## src/rtl/mtsp_pc_seq_pkg.sv

```systemverilog
// Shared definitions for the per-core PC sequencer: branch op codes,
// thread states and the default PC width.
package mtsp_pc_seq_pkg;

    localparam int SIZE_PC_DEF     = 16;
    localparam int STACK_DEPTH_DEF = 4;

    typedef enum logic [3:0] {
        BR_JMP   = 4'h0,
        BR_START = 4'h1,
        BR_END   = 4'h2,
        BR_SEQ   = 4'h3,
        BR_CALL  = 4'h4,
        BR_RET   = 4'h5
    } br_op_e;

    typedef enum logic [1:0] {
        ST_IDLE = 2'd0,
        ST_RUN  = 2'd1,
        ST_HALT = 2'd2
    } state_e;

    // Codes 0110..1111 carry no action and behave like a sequential step.
    function automatic logic is_redirect_op(input logic [3:0] op);
        return (op == BR_JMP) || (op == BR_START) || (op == BR_END) ||
               (op == BR_CALL) || (op == BR_RET);
    endfunction

endpackage

```

## src/rtl/mtsp_ras.sv

```systemverilog
// Return-address stack: LIFO of link addresses with depth/full/empty status.
// Guards only against self-corruption; overflow/underflow policy lives in the parent.
module mtsp_ras #(
    parameter int DEPTH = 4,
    parameter int WIDTH = 16
) (
    input  logic                       clk,
    input  logic                       rst,
    input  logic                       push,
    input  logic                       pop,
    input  logic                       clear,
    input  logic [WIDTH-1:0]           din,
    output logic [WIDTH-1:0]           top,
    output logic [$clog2(DEPTH):0]     depth,
    output logic                       full,
    output logic                       empty
);

    localparam int AW = $clog2(DEPTH);
    localparam int DW = AW + 1;

    logic [WIDTH-1:0] mem [DEPTH];
    logic [DW-1:0]    cnt;
    logic [DW-1:0]    cnt_m1;
    logic [AW-1:0]    wr_idx;
    logic [AW-1:0]    rd_idx;

    assign cnt_m1 = cnt - DW'(1);
    assign wr_idx = cnt[AW-1:0];
    assign rd_idx = cnt_m1[AW-1:0];

    assign full  = (cnt == DW'(DEPTH));
    assign empty = (cnt == '0);
    assign depth = cnt;
    assign top   = empty ? '0 : mem[rd_idx];

    always_ff @(posedge clk or posedge rst) begin
        if (rst) begin
            cnt <= '0;
            for (int i = 0; i < DEPTH; i++) begin
                mem[i] <= '0;
            end
        end else if (clear) begin
            cnt <= '0;
        end else if (push && !full) begin
            mem[wr_idx] <= din;
            cnt         <= cnt + DW'(1);
        end else if (pop && !empty) begin
            cnt <= cnt_m1;
        end
    end

endmodule

```

## src/rtl/mtsp_pc_seq.sv

```systemverilog
// Per-core PC sequencer: owns the architectural PC, issues fetch requests,
// runs the thread run/idle/halt FSM and flushes younger work on redirects.
//
// state   | meaning
// --------+--------------------------------------------------------------
// IDLE    | thread parked; only START is honoured, no fetch issued
// RUN     | fetching; PC advances on accepted fetch or branch redirect
// HALT    | stack overflow/underflow; ERR held, START or END exits
module mtsp_pc_seq
    import mtsp_pc_seq_pkg::*;
#(
    parameter int SIZE_PC     = SIZE_PC_DEF,
    parameter int STACK_DEPTH = STACK_DEPTH_DEF
) (
    input  logic                           CLK,
    input  logic                           RST,
    input  logic                           PC_nEN,
    input  logic [3:0]                     PC_BO,
    input  logic [SIZE_PC-1:0]             PC_NEXT,
    input  logic [SIZE_PC-1:0]             PC_LINK,
    output logic                           FETCH_VALID,
    input  logic                           FETCH_READY,
    output logic [SIZE_PC-1:0]             FETCH_PC,
    output logic                           FLUSH,
    output logic                           BUSY,
    output logic                           ERR,
    output logic [$clog2(STACK_DEPTH):0]   SP
);

    state_e             state;
    logic [SIZE_PC-1:0] pc;
    logic               flush;
    logic               err;

    logic               br_req;
    logic               in_run;
    logic               ras_push;
    logic               ras_pop;
    logic               ras_clear;
    logic [SIZE_PC-1:0] ras_top;
    logic               ras_full;
    logic               ras_empty;

    assign br_req = ~PC_nEN;
    assign in_run = (state == ST_RUN);

    // Stack side effects are qualified here so the RAS never sees an illegal op.
    assign ras_push  = in_run && br_req && (PC_BO == BR_CALL) && !ras_full;
    assign ras_pop   = in_run && br_req && (PC_BO == BR_RET) && !ras_empty;
    assign ras_clear = br_req && ((PC_BO == BR_START) ||
                                  ((PC_BO == BR_END) && (state != ST_IDLE)));

    mtsp_ras #(
        .DEPTH (STACK_DEPTH),
        .WIDTH (SIZE_PC)
    ) u_ras (
        .clk   (CLK),
        .rst   (RST),
        .push  (ras_push),
        .pop   (ras_pop),
        .clear (ras_clear),
        .din   (PC_LINK),
        .top   (ras_top),
        .depth (SP),
        .full  (ras_full),
        .empty (ras_empty)
    );

    always_ff @(posedge CLK or posedge RST) begin
        if (RST) begin
            state <= ST_IDLE;
            pc    <= '0;
            flush <= 1'b0;
            err   <= 1'b0;
        end else begin
            flush <= 1'b0;
            case (state)
                ST_IDLE: begin
                    if (br_req && (PC_BO == BR_START)) begin
                        pc    <= PC_NEXT;
                        err   <= 1'b0;
                        state <= ST_RUN;
                    end
                end

                ST_RUN: begin
                    // A branch beats a coincident fetch accept; the FLUSH kills that fetch.
                    if (br_req && is_redirect_op(PC_BO)) begin
                        flush <= 1'b1;
                        case (PC_BO)
                            BR_JMP, BR_START: begin
                                pc <= PC_NEXT;
                            end
                            BR_CALL: begin
                                if (ras_full) begin
                                    err   <= 1'b1;
                                    state <= ST_HALT;
                                end else begin
                                    pc <= PC_NEXT;
                                end
                            end
                            BR_RET: begin
                                if (ras_empty) begin
                                    err   <= 1'b1;
                                    state <= ST_HALT;
                                end else begin
                                    pc <= ras_top;
                                end
                            end
                            BR_END: begin
                                state <= ST_IDLE;
                            end
                            default: begin
                                pc <= pc;
                            end
                        endcase
                    end else if (FETCH_READY) begin
                        pc <= pc + SIZE_PC'(1);
                    end
                end

                ST_HALT: begin
                    if (br_req && (PC_BO == BR_START)) begin
                        pc    <= PC_NEXT;
                        err   <= 1'b0;
                        state <= ST_RUN;
                    end else if (br_req && (PC_BO == BR_END)) begin
                        state <= ST_IDLE;
                    end
                end

                default: begin
                    state <= ST_IDLE;
                end
            endcase
        end
    end

    assign FETCH_VALID = in_run;
    assign FETCH_PC    = pc;
    assign BUSY        = (state != ST_IDLE);
    assign FLUSH       = flush;
    assign ERR         = err;

endmodule

```

## config.mk

```make
export PLATFORM = sky130hd
export DESIGN_NAME = mtsp_pc_seq
export DESIGN_NICKNAME = d
export VERILOG_FILES = /design/src/rtl/mtsp_pc_seq_pkg.sv /design/src/rtl/mtsp_ras.sv /design/src/rtl/mtsp_pc_seq.sv
export SDC_FILE = /design/constraint.sdc
export NUM_CORES = 1
export LEC_CHECK = 0
export CORE_MARGIN = 2
export CORE_UTILIZATION = 60
export CTS_CLUSTER_SIZE = 30
export DETAILED_ROUTE_END_ITERATION = 6
export GPL_TIMING_DRIVEN = 1
export PLACE_DENSITY = 0.92
export SLEW_MARGIN = 15
export SYNTH_ARGS = -nofsm -noshare
export SYNTH_HDL_FRONTEND = slang
export SYNTH_SLANG_ARGS = --single-unit
export TNS_END_PERCENT = 1
```

## constraint.sdc

```tcl
create_clock -name CLK -period 6.55 [get_ports CLK]
set_input_delay 1.31 -clock CLK [delete_from_list [all_inputs] [get_ports CLK]]
set_output_delay 1.31 -clock CLK [all_outputs]
set_load 0.03 [all_outputs]
```

======== Yosys cells after proc, flatten, opt, wreduce, memory -nomap -nowiden ========
Cells that the tools add are included.
storage, ports and cells
  bits in registers ....................... 87
  input port bits ......................... 40
  output and inout port bits .............. 23
operators by class
  add/subtract/negate cells ............... 3
  $lt $le $gt $ge ......................... 3
  equality and inequality tests ........... 19
  muxes and demuxes ....................... 32
  bitwise gates (word level) .............. 4
  reductions and logical operators ........ 32
operators with widths
  operator                                                                 number
  16-bit 2-to-1 mux                                                        8
  64-bit bitwise mux                                                       1
  16-bit one-hot mux with 3 select lines                                   1
  16-bit binary-select mux with 2-bit select                               1
  16-bit demux with 2-bit select                                           1
  16-bit one-hot mux with 2 select lines                                   1
  6-bit AND reduction                                                      3
  16-bit by 1-bit adder with 16-bit output, second input constant          1
  1-bit logical AND                                                        13
  2-bit 2-to-1 mux                                                         6
  2-bit one-hot mux with 3 select lines                                    2
  3-bit 2-to-1 mux                                                         3
  3-bit by 2-bit inequality test with 1-bit output, second input constant  3
  4-bit by 3-bit equality test with 1-bit output, second input constant    2
  4-bit inequality test, second input constant                             2
  3-bit greater-or-equal comparator, second input constant                 2
  1-bit 2-to-1 mux                                                         6
  2-bit inverter with 3-bit output                                         2
  1-bit logical OR                                                         5
  5-bit by 4-bit inequality test with 1-bit output, second input constant  1
  4-bit by 1-bit equality test with 1-bit output, second input constant    1
  4-bit by 2-bit equality test with 1-bit output, second input constant    1
  4-bit zero test                                                          1
  2-bit by 1-bit inequality test with 1-bit output, second input constant  2
  19 further kinds                                                         24

======== Longest topological paths before layout ========
Gate-level depths: netlist (run 1).
  word-level depth ........................ 9
  depth in mapped cells ................... 11

======== Hierarchy ========
A second synthesis (run 1) with hierarchy kept.
unflattened totals
  cell total of the unflattened synthesis .. 411
  area total of the unflattened synthesis .. 4873.4 sq um
by module, submodules not included
  module       times used  cells each  area each (sq um)  sequential area each (sq um)
  mtsp_ras     1           210         3276.9             1676.6
  mtsp_pc_seq  1           201         1596.5             500.5

======== Worst setup path after synthesis (run 1) ========
OpenSTA, ideal clock, no wires.
  path type ............................... reg-to-reg
  from .................................... register u_ras.cnt[0], in the netlist u_ras.depth[0]
  to ...................................... register pc[12], in the netlist FETCH_PC[12]
  data arrival time ....................... 3095 ps
  required time ........................... 6429 ps
  slack ................................... 3335 ps
  stages on the path, launching flop included .. 11
  buffers on the path ..................... 4
  period minus slack after synthesis ...... 3215 ps
  path through ............................ dfrtp_1 buf_2 buf_1 inv_1 ha_1 buf_2 buf_2 mux4_2 a221oi_1 o21ai_0 a22o_1
on the way
  word-level cells in the longest chain between the ends .. 9
  elaborated cells between the ends (all ways) .. 14
  those cells by class .................... 1 x add/sub; 3 x eq/ne; 7 x mux; 1 x bitwise; 2 x reduce/logical
RTL lines
  what                                                    RTL line            text
  start: declaration                                      mtsp_ras.sv:23      logic [DW-1:0] cnt;
  start signal: assignment                                mtsp_ras.sv:47      cnt <= cnt + DW'(1);
  start signal: assignment                                mtsp_ras.sv:49      cnt <= cnt_m1;
  3-bit by 1-bit subtractor with 3-bit output             mtsp_ras.sv:28      assign cnt_m1 = cnt - DW'(1);
  2-bit inverter with 3-bit output (implied by the code)  mtsp_ras.sv:35      assign top = empty ? '0 : mem[rd_idx];
  16-bit binary-select mux with 2-bit select              mtsp_ras.sv:35
  16-bit 2-to-1 mux (implied by the code) (2 in a row)    mtsp_ras.sv:35
  16-bit 2-to-1 mux                                       mtsp_pc_seq.sv:103  if (ras_empty) begin
  16-bit one-hot mux with 3 select lines                  mtsp_pc_seq.sv:90   case (PC_BO)
  16-bit 2-to-1 mux                                       mtsp_pc_seq.sv:88   if (br_req && is_redirect_op(PC_BO)) begin
  16-bit one-hot mux with 2 select lines                  mtsp_pc_seq.sv:77   case (state)
  end signal: assignment                                  mtsp_pc_seq.sv:107  pc <= ras_top;
  end signal: assignment                                  mtsp_pc_seq.sv:114  pc <= pc;
  end signal: assignment                                  mtsp_pc_seq.sv:118  pc <= pc + SIZE_PC'(1);
  end: declaration                                        mtsp_pc_seq.sv:31   logic [SIZE_PC-1:0] pc;
Parallel ways exist; a longest one is shown, timed or not. The select of a mux whose other input is x is not followed.
A chain may end at the register's enable or synchronous reset.

======== Worst setup path in the final report (run 1) ========
  from .................................... register state[0]
  to ...................................... output FETCH_VALID
on the way
  word-level cells in the longest chain between the ends .. 1
RTL lines
  what                                            RTL line           text
  start: declaration                              mtsp_pc_seq.sv:30  state_e state;
  start signal: assignment                        mtsp_pc_seq.sv:71  state <= ST_IDLE;
  start signal: assignment                        mtsp_pc_seq.sv:82  state <= ST_RUN;
  start signal: assignment                        mtsp_pc_seq.sv:97  state <= ST_HALT;
  2-bit by 1-bit equality test with 1-bit output  mtsp_pc_seq.sv:45  assign in_run = (state == ST_RUN);
  end: declaration                                mtsp_pc_seq.sv:21  output logic FETCH_VALID,
No other way between the ends.

==> results of run 1 <==
[final timing paths]
kind	cells after the start	slack, ns	endpoint
max	2	3.01	FETCH_VALID
min	1	0.50	u_ras.mem[59]
max reg2reg	6	3.04	FETCH_PC[12]
min reg2reg	1	0.50	u_ras.mem[59]
max in group asynchronous	3	4.54	u_ras.mem[28]
min in group asynchronous	3	1.46	state[1]
[power breakdown]
group | internal [uW] | switching (uW) | leakage (uW)
logic | 400 | 434 | 0.00132
registers | 651 | 161 | 0.00117
clock network | 189 | 204 | 0.0000993
total | 1240 | 798 | 0.00259
[cells in the final DEF, fill, tap and decap left out, drive strengths merged, types with 3 or more instances in the layout]
cell and instances:
a21o 3, a21oi 3, a221oi 9, a22o 7
a22oi 6, a31oi 3, clkbuf 10, clkdlybuf4s50 62
dfrtp 87, ha 7, inv 14, mux2 65
mux4 16, nand2 10, nand3 9, nand4 3
nor2 27, nor3 9, nor4 3, o21ai 18
o22ai 3, or2 3, xnor2 9
[metrics by stage]
step	area, um2	util (%)	setup WS (ns)	total power [uW]
finish	5560	72.4	3.01	2040
CTS	5560	72.3	3.02	2040
global placement	5360	69.7	2.99	1610
floorplan	4730	-	2.99	1370
global route	5560	72.4	2.74	2140
detailed placement	5360	69.7	2.87	1640
[registers in the layout, summed over array words and instances, names as in the netlist]
register and cells:
state 2, u_ras.mem 64, u_ras.depth 3, FLUSH 1, ERR 1, FETCH_PC 16
[synthesized netlist by cell type, drive strengths merged (3+ instances only)]
cell type,n
o21ai,18
buf,13
ha,7
nor2,27
mux2,65
nor3,9
clkbuf,9
a21oi,3
a31oi,3
nand2,10
a22o,7
nor4,3
xnor2,9
dfrtp,87
a21o,3
o22ai,3
inv,13
nand3,9
a22oi,6
or2,3
a221oi,9
nand4,3
mux4,16
[routing by layer]
metal  up-vias  routed length, um
met5         -                  0
met4         0                184
met3        27                912
met2       198               4950
met1      1636               4300
li1       1472                  -
[cell type report]
| cell class | count | area [um2] |
|---|---|---|
| Tap cell | 102 | 128 |
| Fill cell | 499 | 2120 |
| Multi-Input combinational cell | 243 | 2370 |
| Clock buffer | 10 | 138 |
| Inverter | 13 | 50.0 |
| Timing Repair Buffer | 63 | 632 |
| Clock inverter | 6 | 67.6 |
| Sequential cell | 87 | 2180 |
[worst max-delay path, cell delays in order (launching register included)]
cell,delay [ns]
dfrtp_1,0.82
and2b_1,0.33
clkdlybuf4s50_1,0.71
[logic make-up (layout without fill, tap and decap cells)]
| family | after synthesis | count (layout) | synth area share [%] |
|---|---|---|---|
| AOI/OAI and AO/OA | 68 | 68 | 10.2 |
| xor gates and xnor gates | 11 | 11 | 2.04 |
| adders and majority gates | 8 | 8 | 2.06 |
| buffers and inverters | 35 | 92 | 3.76 |
| DFF | 87 | 87 | 46.1 |
| muxes | 83 | 83 | 26.7 |
| and+or+nand+nor | 73 | 73 | 9.13 |
==> impl_results.md, run 1 <==
- Status: finished clean
- Gr ovfl total: 0
- Setup_tns: 0 ns
- TritonCTS clock tree: done
- Synth top area cells: dfrtp_1, mux2_4, mux4_2
- Die Span Y: 92.8 um
- Syn nets: 412
- Initial drt markers: 279
- Post-CTS Resized: 0
- Tcrit/Tclk final: 54.0%
- Slew headroom: 34.2%
- YS warnings: 0
- Largest net degree at the start of global routing: 88
- Sequential area share after synthesis: 46.1%
- Layout net count: 464
- Synth Instances: 365
- Setup crit start kind: flip-flop
- DRC: 0
- Initial antenna violation count: 0
- Element type at the critical path end: primary output
- Final WL: 10300 um
- FF+latch count, synth: 87
- Worst Tran Pin Value: 0.988 ns
- PortBufs: 62
- Period minus WS final: 3.54 ns
- Vias per cell: 6.36
- RSZ-0062 raised after global routing: false
- Clock sinks: 87
- Arrival time worst endpoint: 2.23 ns
- Vias in the first global route: 3216
- Layout area overhead: 17.7%
- GRT Resource Usage Total: 25.5%
- Share of cells above drive strength 1: 25.1%
- Final Slew Violations: 0
- Syn Std Cell Area: 4730 um2
- EDFF count, synth: 0
- Synth async-reset ratio: 100%
- # setup viols final: 0
- GRT Max-Usage Layer: met2
- Clock Path Buffers: 2
- Worst setup path startpoint: state[0]
- Leak: 0.00259 uW
- Synth area leader: dfrtp_1
- Post-DP HPWL: 6780 um
- Std-Cell Core Area: 7690 um2
- Top-Level Pins: 63
- Maximum vdd drop: 192 uV
- Critical setup path kind: reg -> out
- Die area: 8600 um2
- Worst hold slack: 0.497 ns
- CTS clk-pin slew, worst paths: 0.09 ns
- CTS root buf: clkbuf_8
- Die X: 92.8 um
- WL/cell: 19.7 um
- Post-CTS setup buffers: 0
- GR Util met2: 38.9%
- Max Clock Skew: 0.00975 ns
- First-pass GRT wire length: 16800 um
- Min-delay src: u_ras.mem[59]
- Mean Syn Cell Area: 13.0 um2
- TritonCTS buffer count: 9
- Cell Rows: 32
- Post-DRT Antenna Nets: 0
- Initial DRT Pass Iterations: 5
- CP required: 5.24 ns
- Met3 Track Usage GR: 5.45%
- Crit Path Max Fanout: 21
- RD Place Congestion: 0.881
- Placed Cells: 508
- Post-synth top area share: 46.1%
- Max Freq: 0.283 GHz
- Hold Vio Cnt, Final: 0
- CTS hold repair buffers: 0
- Total number of vias: 3333
- Starting Density: 61.5%
- Clk Latency, worst-skew pair: 0.36 ns
- Ys flop type: dfrtp_1
- Power Density: 366 nW/um2
- Post-route insts no fill: 524
- Antenna cells: 0
- Max_cap viols: 0
- Met1 GRT Util: 36.7%
- Synth cell types: 59
- H-tree Lvls: 3
- HP Class: reg -> reg
- R2R Path Start: u_ras.depth[0]
Note: power is estimated with default switching activity, not from simulation.
==> run 2: changes to the inputs <==
--- a/config.mk
+++ b/config.mk
@@ -6,11 +6,11 @@
 export NUM_CORES = 1
 export LEC_CHECK = 0
 export CORE_MARGIN = 2
-export CORE_UTILIZATION = 60
+export CORE_UTILIZATION = 50
 export CTS_CLUSTER_SIZE = 30
 export DETAILED_ROUTE_END_ITERATION = 6
 export GPL_TIMING_DRIVEN = 1
-export PLACE_DENSITY = 0.92
+export PLACE_DENSITY = 0.82
 export SLEW_MARGIN = 15
 export SYNTH_ARGS = -nofsm -noshare
 export SYNTH_HDL_FRONTEND = slang
==> constraint.sdc (replaced) <==
create_clock -name CLK -period 3 [get_ports CLK]
set_input_delay 0.6 -clock CLK [delete_from_list [all_inputs] [get_ports CLK]]
set_output_delay 0.6 -clock CLK [all_outputs]
set_load 0.03 [all_outputs]
==> run 2 against run 1 <==
  * Count of clock-buffer cells in the layout did not move
  * Global-route usage down 3.1 points
  * Worst hold slack better by 0.0066 ns
  * Via count fell by 0.69%
  * Largest power group unchanged
==> impl_results.md, run 2 (same netlist as run 1, synthesis figures left out) <==
- Slowest CP cell: a31o_2
- Post-layout util: 61.8%
- Die area: 10200 um2
- Critical setup path kind: reg -> reg
- Max Clock Skew: 0.0124 ns
- Capturing point of the worst reg2reg path: FETCH_PC[13]
- Largest delay share family, worst path: compound AO/OA/AOI/OAI gates
- Die Span Y: 101 um
- Starting Density: 51.4%
- Final Slew Violations: 0
- Clock sinks: 87
- Min-delay src: u_ras.mem[43]
- Arrival time worst endpoint: 2.70 ns
- Worst-case reg-to-reg path depth: 7
- Clk Latency, worst-skew pair: 0.36 ns
- DRC: 0
- Post-CTS Resized: 0
- Cell Rows: 35
- CP Depth: 7
- CP max stage delay: 0.58 ns
- Post-DRT Antenna Nets: 0
- TritonCTS clock tree: done
- Maximum vdd drop: 335 uV
- RD Place Congestion: 0.919
- CTS clk-pin slew, worst paths: 0.09 ns
- Post-DP HPWL: 7520 um
- Initial drt markers: 260
- Status: finished clean
- PortBufs: 62
- R2R Path Start: u_ras.depth[1]
- Setup crit start kind: flip-flop
- Std-Cell Core Area: 9200 um2
- Max reg flops: 64
- TritonCTS buffer count: 9
- Post-CTS setup buffers: 0
- WL/cell: 19.8 um
- WHS Path Cells: 1
- # setup viols final: 0
- HP Class: reg -> reg
- Most flops, register: u_ras.mem
- Fin area: 5690 um2
- Crit-path cells: inv_1 > ha_1 > ha_1 > mux2i_1 > o21ai_0 > a31o_2 > mux2_2
- Initial DRT Pass Iterations: 4
- Most frequent cells in the layout: dfrtp_1, clkdlybuf4s50_1, mux2_4, nor2_1, mux2_2
- GRT Resource Usage Total: 22.3%
- Gr ovfl total: 0
- RSZ-0062 raised after global routing: false
- Max_cap viols: 0
- Largest net degree at the start of global routing: 53
- Hold Vio Cnt, Final: 0
- Crit path buffers/inverters: 1
- Tcrit/Tclk final: 81.5%
- Leak: 0.00266 uW
- CTS root buf: clkbuf_8
- Power Density: 813 nW/um2
- Element type at the critical path end: flip-flop
- Layout area overhead: 20.3%
- CTS hold repair buffers: 0
- Setup_tns: 0 ns
- R2R Setup Slk: 0.55 ns
- Crit Path Max Fanout: 31
- Layout net count: 473
- CP required: 3.25 ns
- Top-Level Pins: 63
- Area after DPL: 5460 um2
- Total number of vias: 3310
- Period minus WS final: 2.45 ns
- Worst Tran Pin Value: 0.630 ns
- Max Freq: 0.409 GHz
- Fillers: 719
- Commonest non-fill, non-tap cell in the layout: dfrtp_1
- Antenna cells: 0
- Share of cells above drive strength 1: 26.7%
- Final WL: 10700 um
- Die X: 101 um
- Initial antenna violation count: 0
- Hold endpoint: u_ras.mem[43]
- H-tree Lvls: 3
- Final Power: 4620 uW
- Vias in the first global route: 3287
- Clock Path Buffers: 2
- Vias per cell: 6.11
- Slew headroom: 57.9%
- Cell mode on critical path: ha_1
- First-pass GRT wire length: 17600 um
## run 2: area by class of cell
class	count	area [um2]	area share [%]
Tap cell	111	139	2.44
Clock buffer	10	138	2.42
Inverter	13	50.0	0.880
Timing Repair Buffer	72	721	12.7
Multi-Input combinational cell	243	2370	41.7
Clock inverter	6	90.1	1.58
Sequential cell	87	2180	38.3
## run 2: metal layers
layer,GRT usage [%],up-vias,wire [um]
met1,32.4,1671,4850
li1,-,1494,-
met3,2.42,13,663
met4,7.69,0,162
met2,35.3,132,5040
met5,0,-,0
## run 2: worst max-delay path by stage
| stage | from | to | slack, ns |
|---|---|---|---|
| 5_1_grt | u_ras.depth[1] | FETCH_PC[12] | 0.35 |
| 3_3_place_gp | PC_BO[3] | FETCH_PC[13] | 0.32 |
| 4_1_cts | u_ras.depth[1] | FETCH_PC[12] | 0.50 |
| 6_report | u_ras.depth[1] | FETCH_PC[13] | 0.55 |
| 3_5_place_dp | PC_BO[3] | FETCH_PC[13] | 0.24 |
| 2_1_floorplan | u_ras.depth[0] | FETCH_PC[12] | 0.04 |
## run 2: worst reg2reg max path, delay by kind of cell, from the launching register on
| kind | cells | cell delay (ns) |
|---|---|---|
| AOI/OAI and AO/OA | 2 | 0.76 |
| adders and majority gates | 2 | 0.52 |
| buffers and inverters | 1 | 0.10 |
| DFF | 1 | 0.44 |
| muxes | 2 | 0.53 |
## run 2: per-stage QoR
step | hold slack [ns] | instances | worst slack, ns
finish | 0.504 | 542 | 0.555
global route | 0.514 | 542 | 0.346
CTS | 0.506 | 542 | 0.500
detailed placement | 0.483 | 526 | 0.239
global placement | 0.470 | 526 | 0.315
floorplan | 0.450 | 365 | 0.0389
## run 2: report_power, final
part | switching (uW) | leakage, uW | internal (uW)
clock network | 440 | 0.000113 | 496
logic | 1060 | 0.00137 | 944
registers | 262 | 0.00117 | 1420
total | 1760 | 0.00266 | 2860
